## src/rtl/histo_frame_receiver_if.sv

```systemverilog
// Histogram frame receiver bus: serial input pair plus the decoded record,
// frame and error outputs. The slave side is the receiver; the master side
// drives the serial stream and observes the results.
interface histo_frame_receiver_if;
    logic        spi_clk_in;
    logic        spi_mosi_in;
    logic        bin_valid;
    logic [9:0]  bin_index;
    logic [23:0] bin_count;
    logic [7:0]  frame_id;
    logic        frame_done;
    logic [33:0] frame_total;
    logic        err_spacer;
    logic        err_abort;
    logic        err_drop;

    modport master (
        output spi_clk_in, spi_mosi_in,
        input  bin_valid, bin_index, bin_count, frame_id, frame_done,
        input  frame_total, err_spacer, err_abort, err_drop
    );

    modport slave (
        input  spi_clk_in, spi_mosi_in,
        output bin_valid, bin_index, bin_count, frame_id, frame_done,
        output frame_total, err_spacer, err_abort, err_drop
    );
endinterface

```

## src/rtl/histo_frame_receiver.sv

```systemverilog
// Oversampling receiver for the histogram serial stream. Rebuilds 32-bit
// words (8-bit spacer + 24-bit bin count), emits per-bin records, frame id,
// frame total, and flags spacer, abort and dropped-frame faults.
module histo_frame_receiver #(
    parameter int unsigned WORDS_PER_FRAME = 1024,
    parameter int unsigned IDLE_GAP        = 64,
    parameter int unsigned SYNC_STAGES     = 2
) (
    input  logic                  clk,
    input  logic                  reset,
    histo_frame_receiver_if.slave bus
);

    localparam int unsigned     GAP_W    = $clog2(IDLE_GAP + 1);
    localparam logic [GAP_W-1:0] GAP_MAX = GAP_W'(IDLE_GAP);
    localparam logic [9:0]      LAST_IDX = 10'(WORDS_PER_FRAME - 1);

    typedef enum logic [2:0] {WAIT_GAP, IDLE, SHIFT, EMIT, DONE} state_t;

    logic [SYNC_STAGES-1:0] sclk_sync;
    logic [SYNC_STAGES-1:0] mosi_sync;
    logic                   sclk_prev;
    logic                   spi_edge;
    logic                   spi_bit;
    logic [GAP_W-1:0]       gap_cnt;
    logic                   gap;

    state_t      state;
    logic [31:0] shift_reg;
    logic [5:0]  bit_cnt;
    logic [9:0]  word_idx;
    logic [33:0] sum;
    logic [7:0]  prev_id;
    logic        prev_valid;

    logic        bin_valid_q;
    logic [9:0]  bin_index_q;
    logic [23:0] bin_count_q;
    logic [7:0]  frame_id_q;
    logic        frame_done_q;
    logic [33:0] frame_total_q;
    logic        err_spacer_q;
    logic        err_abort_q;
    logic        err_drop_q;

    assign spi_edge = ~sclk_prev & sclk_sync[SYNC_STAGES-1];
    assign spi_bit  = mosi_sync[SYNC_STAGES-1];
    assign gap      = (gap_cnt == GAP_MAX);

    // Synchronise the serial pair and remember the previous clock level.
    always_ff @(posedge clk) begin
        if (!reset) begin
            sclk_sync <= '0;
            mosi_sync <= '0;
            sclk_prev <= 1'b0;
        end else begin
            sclk_sync[0] <= bus.spi_clk_in;
            mosi_sync[0] <= bus.spi_mosi_in;
            for (int unsigned i = 1; i < SYNC_STAGES; i++) begin
                sclk_sync[i] <= sclk_sync[i-1];
                mosi_sync[i] <= mosi_sync[i-1];
            end
            sclk_prev <= sclk_sync[SYNC_STAGES-1];
        end
    end

    // Idle-gap counter: cleared by every edge, saturates at IDLE_GAP.
    always_ff @(posedge clk) begin
        if (!reset) begin
            gap_cnt <= '0;
        end else if (spi_edge) begin
            gap_cnt <= '0;
        end else if (!gap) begin
            gap_cnt <= gap_cnt + 1'b1;
        end
    end

    // Frame state machine with registered outputs.
    always_ff @(posedge clk) begin
        if (!reset) begin
            state         <= WAIT_GAP;
            shift_reg     <= '0;
            bit_cnt       <= '0;
            word_idx      <= '0;
            sum           <= '0;
            prev_id       <= '0;
            prev_valid    <= 1'b0;
            bin_valid_q   <= 1'b0;
            bin_index_q   <= '0;
            bin_count_q   <= '0;
            frame_id_q    <= '0;
            frame_done_q  <= 1'b0;
            frame_total_q <= '0;
            err_spacer_q  <= 1'b0;
            err_abort_q   <= 1'b0;
            err_drop_q    <= 1'b0;
        end else begin
            bin_valid_q  <= 1'b0;
            frame_done_q <= 1'b0;
            err_abort_q  <= 1'b0;
            err_drop_q   <= 1'b0;
            case (state)
                WAIT_GAP: begin
                    if (gap) state <= IDLE;
                end
                IDLE: begin
                    if (spi_edge) begin
                        shift_reg <= {31'd0, spi_bit};
                        bit_cnt   <= 6'd1;
                        word_idx  <= '0;
                        sum       <= '0;
                        state     <= SHIFT;
                    end
                end
                SHIFT: begin
                    if (spi_edge) begin
                        shift_reg <= {shift_reg[30:0], spi_bit};
                        bit_cnt   <= bit_cnt + 6'd1;
                        if (bit_cnt == 6'd31) state <= EMIT;
                    end else if (gap) begin
                        // Covers both a partial word and a pause between words.
                        err_abort_q <= 1'b1;
                        sum         <= '0;
                        state       <= IDLE;
                    end
                end
                EMIT: begin
                    bin_valid_q <= 1'b1;
                    bin_count_q <= shift_reg[23:0];
                    bin_index_q <= (word_idx == '0) ? LAST_IDX : word_idx - 10'd1;
                    if (word_idx == '0) begin
                        frame_id_q <= shift_reg[31:24];
                    end else if (shift_reg[31:24] != 8'd0) begin
                        err_spacer_q <= 1'b1;
                    end
                    sum <= sum + 34'(shift_reg[23:0]);
                    if (word_idx == LAST_IDX) begin
                        state <= DONE;
                    end else begin
                        word_idx <= word_idx + 10'd1;
                        state    <= SHIFT;
                        // An edge landing here is bit 1 of the next word.
                        if (spi_edge) begin
                            shift_reg <= {shift_reg[30:0], spi_bit};
                            bit_cnt   <= 6'd1;
                        end else begin
                            bit_cnt <= 6'd0;
                        end
                    end
                end
                DONE: begin
                    frame_done_q  <= 1'b1;
                    frame_total_q <= sum;
                    err_drop_q    <= prev_valid && (frame_id_q != prev_id + 8'd1);
                    prev_id       <= frame_id_q;
                    prev_valid    <= 1'b1;
                    sum           <= '0;
                    state         <= WAIT_GAP;
                end
                default: state <= WAIT_GAP;
            endcase
        end
    end

    assign bus.bin_valid   = bin_valid_q;
    assign bus.bin_index   = bin_index_q;
    assign bus.bin_count   = bin_count_q;
    assign bus.frame_id    = frame_id_q;
    assign bus.frame_done  = frame_done_q;
    assign bus.frame_total = frame_total_q;
    assign bus.err_spacer  = err_spacer_q;
    assign bus.err_abort   = err_abort_q;
    assign bus.err_drop    = err_drop_q;

endmodule

```

## src/flat_wrapper.sv

```systemverilog
// flat-port wrapper written by rule: the top's interface ports become plain ports
module histo_frame_receiver_flat 
#(
    parameter int unsigned WORDS_PER_FRAME = 1024,
    parameter int unsigned IDLE_GAP        = 64,
    parameter int unsigned SYNC_STAGES     = 2
)
  (clk, reset, bus_spi_clk_in, bus_spi_mosi_in, bus_bin_valid, bus_bin_index, bus_bin_count, bus_frame_id, bus_frame_done, bus_frame_total, bus_err_spacer, bus_err_abort, bus_err_drop);
  histo_frame_receiver_if bus_i ();
  input  logic clk;
  input  logic reset;
  input wire logic [$bits(bus_i.spi_clk_in)-1:0] bus_spi_clk_in;
  input wire logic [$bits(bus_i.spi_mosi_in)-1:0] bus_spi_mosi_in;
  output wire logic [$bits(bus_i.bin_valid)-1:0] bus_bin_valid;
  output wire logic [$bits(bus_i.bin_index)-1:0] bus_bin_index;
  output wire logic [$bits(bus_i.bin_count)-1:0] bus_bin_count;
  output wire logic [$bits(bus_i.frame_id)-1:0] bus_frame_id;
  output wire logic [$bits(bus_i.frame_done)-1:0] bus_frame_done;
  output wire logic [$bits(bus_i.frame_total)-1:0] bus_frame_total;
  output wire logic [$bits(bus_i.err_spacer)-1:0] bus_err_spacer;
  output wire logic [$bits(bus_i.err_abort)-1:0] bus_err_abort;
  output wire logic [$bits(bus_i.err_drop)-1:0] bus_err_drop;
  assign bus_i.spi_clk_in = bus_spi_clk_in;
  assign bus_i.spi_mosi_in = bus_spi_mosi_in;
  assign bus_bin_valid = bus_i.bin_valid;
  assign bus_bin_index = bus_i.bin_index;
  assign bus_bin_count = bus_i.bin_count;
  assign bus_frame_id = bus_i.frame_id;
  assign bus_frame_done = bus_i.frame_done;
  assign bus_frame_total = bus_i.frame_total;
  assign bus_err_spacer = bus_i.err_spacer;
  assign bus_err_abort = bus_i.err_abort;
  assign bus_err_drop = bus_i.err_drop;
  histo_frame_receiver #(.WORDS_PER_FRAME(WORDS_PER_FRAME), .IDLE_GAP(IDLE_GAP), .SYNC_STAGES(SYNC_STAGES)) u_core (.clk(clk), .reset(reset), .bus(bus_i));
endmodule
```

## config.mk

```make
export PLATFORM = sky130hd
export DESIGN_NAME = histo_frame_receiver_flat
export DESIGN_NICKNAME = d
export VERILOG_FILES = /design/src/rtl/histo_frame_receiver_if.sv /design/src/rtl/histo_frame_receiver.sv /design/src/flat_wrapper.sv
export SDC_FILE = /design/constraint.sdc
export NUM_CORES = 1
export LEC_CHECK = 0
export ABC_CLOCK_PERIOD_IN_PS = 3600
export CELL_PAD_IN_SITES_DETAIL_PLACEMENT = 1
export CELL_PAD_IN_SITES_GLOBAL_PLACEMENT = 1
export CORE_AREA = 2 2 139 141
export CTS_BUF_LIST = sky130_fd_sc_hd__clkbuf_4 sky130_fd_sc_hd__clkbuf_8
export DETAILED_ROUTE_END_ITERATION = 7
export DIE_AREA = 0 0 141 143
export GPL_TIMING_DRIVEN = 0
export PLACE_DENSITY_LB_ADDON = 0.1
export SLEW_MARGIN = 10
export SYNTH_ARGS = -nofsm -noshare
export SYNTH_HDL_FRONTEND = slang
export SYNTH_SLANG_ARGS = --single-unit
```

## constraint.sdc

```tcl
create_clock -name clk -period 3.6 [get_ports clk]
set_input_delay 0.54 -clock clk [delete_from_list [all_inputs] [get_ports clk]]
set_output_delay 0.54 -clock clk [all_outputs]
set_load 0.05 [all_outputs]
```

==> metrics.md, run 1 <==
| Metric | Value |
|---|---|
| Status | `completed` |
| Number of buffers created by CTS | `17` |
| Post-Synth Simple-Gate Area | `23.17%` |
| Mux cell area share after synthesis | `0.1140%` |
| Routability cong. | `0.8734` |
| Clk buf depth | `2` |
| GRT Residual Overflow | `0` |
| Crit. path cell count | `10` |
| Hold WC Path Type | `reg -> reg` |
| Crit-path slowest cell | `a211oi_2` |
| Crit end category | `register` |
| PortBufs | `84` |
| DRT iter0 DRCs | `414` |
| H-tree levels | `4` |
| Final worst-path cycle share | `85.26%` |
| Unrepaired setup endpoints after global routing | `false` |
| Critical Path AT | `3440 ps` |
| Post-DP Area | `9915 um^2` |
| Unique masters post-synth | `68` |
| Crit Path Max Fanout | `6` |
| Clock Latency Late Sink | `470 ps` |
| Via Count | `7801` |
| Wire length per cell | `17.43 um` |
| # rows | `50` |
| Synthesized Nets | `1096` |
| Worst hold path cell count | `1` |
| CTS tree | `built` |
| Vias in the first global route | `7925` |
| Top Ports | `85` |
| # clock sinks | `187` |
| Worst hold path startpoint | `u_core.sclk_sync[0]` |
| Post-route ant nets | `0` |
| Sequential area share after synthesis | `42.63%` |
| Synthesized-area fraction occupied by adder cells | `4.503%` |
| Startpoint class of the critical path | `register` |
| Highest-count cells in the layout ignoring fill and taps | `nand2_1 (238), dfxtp_1 (187), a21boi_0 (90), clkdlybuf4s50_1 (84), nand3_1 (63)` |
| Cells after Synth | `1061` |
| Core area | `18580 um^2` |
| Peak VDD IR | `219.4 uV` |
| Slew HR | `38.77%` |
| Crit path max-delay family | `compound AO/OA/AOI/OAI gates` |
| Post-layout minimum cycle time | `3070 ps` |
| Post-CTS setup buffers | `0` |
| DRC viols | `0` |
| Yosys warns | `0` |
| Endpoints failing setup | `0` |
| Hold_buf cts | `0` |
| FILL cells | `2276` |
| DR vias/cell | `5.529` |
| Dpl hpwl | `18.28 mm` |
| DRT Pass-1 Iters | `4` |
| Clk_skew | `11.68 ps` |
| Area grow syn2layout | `17.55%` |
| Die width | `141 um` |
| Buf+Inv Stages, Crit Path | `1` |
| Finished Cell Area | `10320 um^2` |
| Hold_ws | `445.2 ps` |
| First-pass GRT wire length | `40.80 mm` |
| P_leak | `3.559 nW` |
| ANT cells | `0` |
| CP Cell Sequence | `ha_1 > inv_1 > fa_1 > nor2b_1 > o2111ai_1 > a31oi_1 > o211ai_1 > a211oi_2 > a311o_1 > nand2_1` |
| Number of max-cap violations | `0` |
| Clock root cell | `clkbuf_8` |
| Die extent in y | `143 um` |
| Multi-input gate area | `4710 um^2` |
| Final hold violations | `0` |
| Post-route setup slack | `530.5 ps` |
| Setup crit start | `u_core.shift_reg[0]` |
| Die footprint | `20160 um^2` |
| FF-to-FF path depth | `10` |
| Ratio of cells with drive above 1 in the final layout | `5.523%` |
| Required time of the critical path | `3970 ps` |
| Largest net degree at the start of global routing | `18` |
| Place WS | `581.5 ps` |
| Pwr/cell area | `353.2 nW/um^2` |
| Mapped Avg Cell Area | `8.276 um^2` |
| Post-Syn Area | `8781 um^2` |
| XOR/XNOR Fraction of Synth Area | `5.685%` |
| Setup CP Type | `reg -> reg` |
| Nets@finish | `1199` |
| CTS clk-pin slew, worst paths | `100 ps` |
| Reg2reg start | `u_core.shift_reg[0]` |
| Largest stage delay, worst path | `550 ps` |
| Register area | `3744 um^2` |
| Most common cell after layout, fill and taps aside | `nand2_1` |
| Complex-gate fraction of the synthesized area | `20.16%` |
| Slew at the pin with the worst max-slew slack | `918.4 ps` |
| Max Freq | `0.3258 GHz` |
| Max-slew violation count | `0` |
| Post-CTS sizing | `0` |
| Yosys reg bits | `187` |
| Post-synth ARST share | `0%` |
| Largest family of logic cells by synthesized area | `simple AND/OR/NAND/NOR gates` |
| Initial antenna violation count | `0` |
| TNS Setup | `0 ps` |
| Overall Global Routing Usage | `25.35%` |
| Most common flop cell mapped by yosys | `dfxtp_1` |
| Post-synth EDFFs | `0` |
| Initial core utilization | `47.26%` |
| Routed wire length | `24.59 mm` |
## power by group
part / total, mW / internal [mW] / leakage (nW) / switching [mW]
clock: 1.49 / 0.656 / 0.210 / 0.833
sequential: 2.08 / 2.07 / 1.51 / 0.00457
combinational: 0.0792 / 0.0310 / 1.84 / 0.0482
## through the flow
step / util [%] / power (mW) / std cells
finish: 55.56 / 3.645 / 1411
global route: 55.56 / 3.761 / 1411
CTS: 55.56 / 3.675 / 1411
detailed placement: 53.36 / 2.205 / 1379
global placement: 53.36 / 2.203 / 1379
floorplan: - / 2.174 / 1061
## cells in the mapped netlist, drive strengths merged (2+ instances only)
library cell  count  area (um^2)
a211oi            3        27.52
clkbuf           42        158.9
o21ai            55        279.0
nand3            63        315.3
and2b             2        17.52
a32oi             2        17.52
or3               7        48.80
a21o              7        52.55
or4               3        26.27
a311o             2        20.02
a221oi            4        41.29
nand2           239        904.6
xnor2            32        280.3
a31oi             8        50.05
and2             11        68.82
a21oi            43        219.0
nand4b            2        17.52
nor3             10        61.31
nand3b            2        18.77
o211ai            8        60.06
nor2b            10        62.56
nand4            10        62.56
a21boi          107        803.3
o21a              4        30.03
nor4             11        68.82
ha               30        375.4
o31ai             4        30.03
nand2b            6        37.54
o211a             3        30.03
or2               3        18.77
dfxtp           187         3744
xor2             25        219.0
nor2             56        220.2
inv              20        75.07
a22oi             3        22.52
and3              7        43.79
buf              15        83.83
## area by class of cell
class | instances | share of cell area [%]
repair buffers | 84 | 8.145
plain buffers | 58 | 2.448
inverters | 20 | 0.7273
multi-input cells | 796 | 45.62
clock inverters | 14 | 1.552
flip-flops and latches | 187 | 36.27
well taps | 234 | 2.836
clock buffers | 18 | 2.400
## worst paths after layout
| kind | endpoint | slack [ps] |
|---|---|---|
| min reg2reg | u_core.sclk_sync[1] | 450 |
| max reg2reg | u_core.sum[30] | 530 |
| max | u_core.sum[30] | 530 |
| min | u_core.sclk_sync[1] | 450 |
## metal layers
| metal | vias up | global-route usage, % | wire, um |
|---|---|---|---|
| met1 | 3804 | 32.89 | 11500 |
| met4 | 0 | 6.947 | 395 |
| li1 | 3857 | - | - |
| met5 | - | 0 | 0 |
| met2 | 112 | 44.70 | 12170 |
| met3 | 28 | 3.119 | 521 |
## cell families (layout without fill, tap and decap cells)
logic type               count (synthesis)  in the layout
flip-flops                             187            187
XOR/XNOR                                57             57
buffers and inverters                   78            194
AND/OR/NAND/NOR                        446            446
multiplexers                             1              1
AO/OA/AOI/OAI                          261            261
adder cells (fa/ha/maj)                 31             31
## worst reg2reg max path: stages, from the launching register on
cell       delay (ps)
dfxtp_1           400
ha_1              220
inv_1              70
fa_1              410
nor2b_1           170
o2111ai_1         210
a31oi_1           370
o211ai_1          270
a211oi_2          550
a311o_1           250
nand2_1            60
Note: power is estimated with default switching activity, not from simulation.
==> run 2: changes to the inputs <==
--- a/config.mk
+++ b/config.mk
@@ -13,6 +13,7 @@
 export DETAILED_ROUTE_END_ITERATION = 7
 export DIE_AREA = 0 0 141 143
 export GPL_TIMING_DRIVEN = 0
+export HOLD_SLACK_MARGIN = 0.03
 export PLACE_DENSITY_LB_ADDON = 0.1
 export SLEW_MARGIN = 10
 export SYNTH_ARGS = -nofsm -noshare
==> results of run 2 <==
The final DEF is identical to that of run 1; final timing and power are the same.
==> run 3: changes to the inputs <==
--- a/config.mk
+++ b/config.mk
@@ -8,14 +8,13 @@
 export ABC_CLOCK_PERIOD_IN_PS = 3600
 export CELL_PAD_IN_SITES_DETAIL_PLACEMENT = 1
 export CELL_PAD_IN_SITES_GLOBAL_PLACEMENT = 1
-export CORE_AREA = 2 2 139 141
+export CORE_AREA = 5 5 142 144
 export CTS_BUF_LIST = sky130_fd_sc_hd__clkbuf_4 sky130_fd_sc_hd__clkbuf_8
 export DETAILED_ROUTE_END_ITERATION = 7
-export DIE_AREA = 0 0 141 143
+export DIE_AREA = 0 0 147 149
 export GPL_TIMING_DRIVEN = 0
 export HOLD_SLACK_MARGIN = 0.03
 export PLACE_DENSITY_LB_ADDON = 0.1
-export SLEW_MARGIN = 10
 export SYNTH_ARGS = -nofsm -noshare
 export SYNTH_HDL_FRONTEND = slang
 export SYNTH_SLANG_ARGS = --single-unit
==> run 3 against run 2 <==
  * Die area grew 8.6%
  * Critical endpoint is now u_core.sum[22]
  * Global-route usage down 2.4 points
  * Critical path type unchanged
  * Largest cell class unchanged
  * Fmax down 2.8%
==> metrics.md, run 3 (same netlist as run 1, synthesis figures left out) <==
| Metric | Value |
|---|---|
| GRT Max-Usage Layer | `met2` |
| Startpoint class of the critical path | `register` |
| Nets@finish | `1199 (unchanged)` |
| Initial core utilization | `47.26% (unchanged)` |
| Buf+Inv Stages, Crit Path | `1 (unchanged)` |
| Post-CTS sizing | `0 (unchanged)` |
| # clock sinks | `187 (unchanged)` |
| Initial antenna violation count | `0 (unchanged)` |
| Area grow syn2layout | `17.70%` |
| Post-CTS setup buffers | `0 (unchanged)` |
| DR vias/cell | `5.560 (+0.56%)` |
| Routed wire length | `24.95 mm (+1.5%)` |
| FILL cells | `2277 (+0.044%)` |
| Status | `completed` |
| Endpoints failing setup | `0 (unchanged)` |
| Die width | `147 um (+4.3%)` |
| DRT iter0 DRCs | `316 (-24%)` |
| Most common cell after layout, fill and taps aside | `nand2_1` |
| Final worst-path cycle share | `87.75% (+2.5 points)` |
| Post-layout minimum cycle time | `3159 ps (+89.33 ps)` |
| H-tree levels | `4 (unchanged)` |
| Final hold violations | `0 (unchanged)` |
| # rows | `50 (unchanged)` |
| Setup CP Type | `reg -> reg` |
| Slew HR | `41.17% (+2.4 points)` |
| Ratio of cells with drive above 1 in the final layout | `5.523% (unchanged)` |
| Register area | `3744 um^2 (unchanged)` |
| Pwr/cell area | `353.5 nW/um^2 (+0.11%)` |
| Post-route ant nets | `0 (unchanged)` |
| Via Count | `7845 (+0.56%)` |
| Wire length per cell | `17.68 um (+1.5%)` |
| Largest net degree at the start of global routing | `17 (-1)` |
| Core area | `18580 um^2 (unchanged)` |
| Max-slew violation count | `0 (unchanged)` |
| CP Cell Sequence | `ha_1 > inv_1 > fa_1 > nor2b_1 > o2111ai_1 > a32oi_1 > a2111oi_0 > o31ai_1 > xnor2_1 > o21ai_1` |
| Crit path max-delay family | `compound AO/OA/AOI/OAI gates` |
| DRC viols | `0 (unchanged)` |
| Highest-count cells in the layout ignoring fill and taps | `nand2_1 (238), dfxtp_1 (187), a21boi_0 (90), clkdlybuf4s50_1 (84), nand3_1 (63)` |
| ANT cells | `0 (unchanged)` |
| Die extent in y | `149 um (+4.2%)` |
| GRT Residual Overflow | `0 (unchanged)` |
| PortBufs | `84 (unchanged)` |
| Number of max-cap violations | `0 (unchanged)` |
| Required time of the critical path | `3940 ps (-30 ps)` |
| Routability cong. | `0.9097 (+4.2%)` |
| Clock Latency Late Sink | `470 ps (about the same)` |
| M2 GR Usage | `42.08% (-2.6 points)` |
| Largest stage delay, worst path | `500 ps (-50 ps)` |
| P_leak | `3.563 nW (+0.12%)` |
| Vias in the first global route | `8138 (+2.7%)` |
| Clk buf depth | `2 (unchanged)` |
| Multi-input gate area | `4710 um^2 (unchanged)` |
| Hold WC Path Type | `reg -> reg` |
| DRT Pass-1 Iters | `4 (unchanged)` |
| Number of buffers created by CTS | `17 (unchanged)` |
| Peak VDD IR | `232.7 uV (+6.0%)` |
| Overall Global Routing Usage | `22.97% (-2.4 points)` |
| M3 GR Usage | `3.069% (-0.050 points)` |
| TNS Setup | `0 ps (unchanged)` |
| Unrepaired setup endpoints after global routing | `false` |
| First-pass GRT wire length | `41.24 mm (+1.1%)` |
| Critical Path AT | `3500 ps (+60 ps)` |
| Met1 usage in global routing | `28.48% (-4.4 points)` |
| Top Ports | `85 (unchanged)` |
| Hold_buf cts | `0 (unchanged)` |
| Clock root cell | `clkbuf_8` |
| CTS clk-pin slew, worst paths | `100 ps (about the same)` |
| Die footprint | `21900 um^2 (+8.6%)` |
| Crit-path slowest cell | `o31ai_1` |
| Crit Path Max Fanout | `4 (-2)` |
| Tot Pwr | `3.654 mW (+0.23%)` |
| Clk_skew | `13.44 ps (+1.768 ps)` |
| Dpl hpwl | `18.88 mm (+3.3%)` |
| CTS tree | `built` |
| Max Freq | `0.3166 GHz (-2.8%)` |
| Slew at the pin with the worst max-slew slack | `882.5 ps (-35.95 ps)` |
| Crit end category | `register` |
==> run 3: cell count changes in the layout (fill, tap and decap cells not counted), sizes merged <==
| cell | before | now |
|---|---|---|
| inv | 27 | 23 |
| clkinv | 4 | 6 |
| bufinv | 2 | 3 |
| clkbuf | 60 | 61 |
==> run 3: report_power, final <==
group          switching, mW  internal [mW]
Combinational         0.0488         0.0310
Clock                  0.778          0.719
Sequential           0.00462           2.07
==> run 3: path summary, 6_finish.rpt <==
path	startpoint	cells past startpoint	slack, ps	to
max reg2reg	u_core.shift_reg[0]	10	440	u_core.sum[22]
min	u_core.sclk_sync[0]	1	460	u_core.sclk_sync[1]
max	u_core.shift_reg[0]	10	440	u_core.sum[22]
min reg2reg	u_core.sclk_sync[0]	1	460	u_core.sclk_sync[1]
==> run 3: area by class of cell <==
cell class                      instances  share of cell area (%)
Sequential cell                       187                   36.22
Clock buffer                           19                   2.470
Multi-Input combinational cell        796                   45.57
Tap cell                              234                   2.833
Buffer                                 58                   2.446
Timing Repair Buffer                   84                   8.136
Inverter                               20                  0.7264
Clock inverter                         13                   1.598
==> run 3: layer usage <==
metal / vias to the layer above / share of wire, %
li1: 3846 / -
met1: 3866 / 46
met2: 101 / 50
met3: 32 / 2.5
met4: 0 / 1.7
met5: - / 0
==> run 3: metrics by stage <==
step / hold slack [ps] / worst slack [ps] / std cells / area [um^2] / utilization, %
6_report: 464.0 / 441.2 / 1411 / 10330 / 55.62
3_5_place_dp: 449.4 / 540.0 / 1379 / 9915 / 53.36
5_1_grt: 488.5 / 320.4 / 1411 / 10330 / 55.62
2_1_floorplan: 411.9 / 1175 / 1061 / 8781 / -
4_1_cts: 469.5 / 495.0 / 1411 / 10330 / 55.62
3_3_place_gp: 415.8 / 601.9 / 1379 / 9915 / 53.36
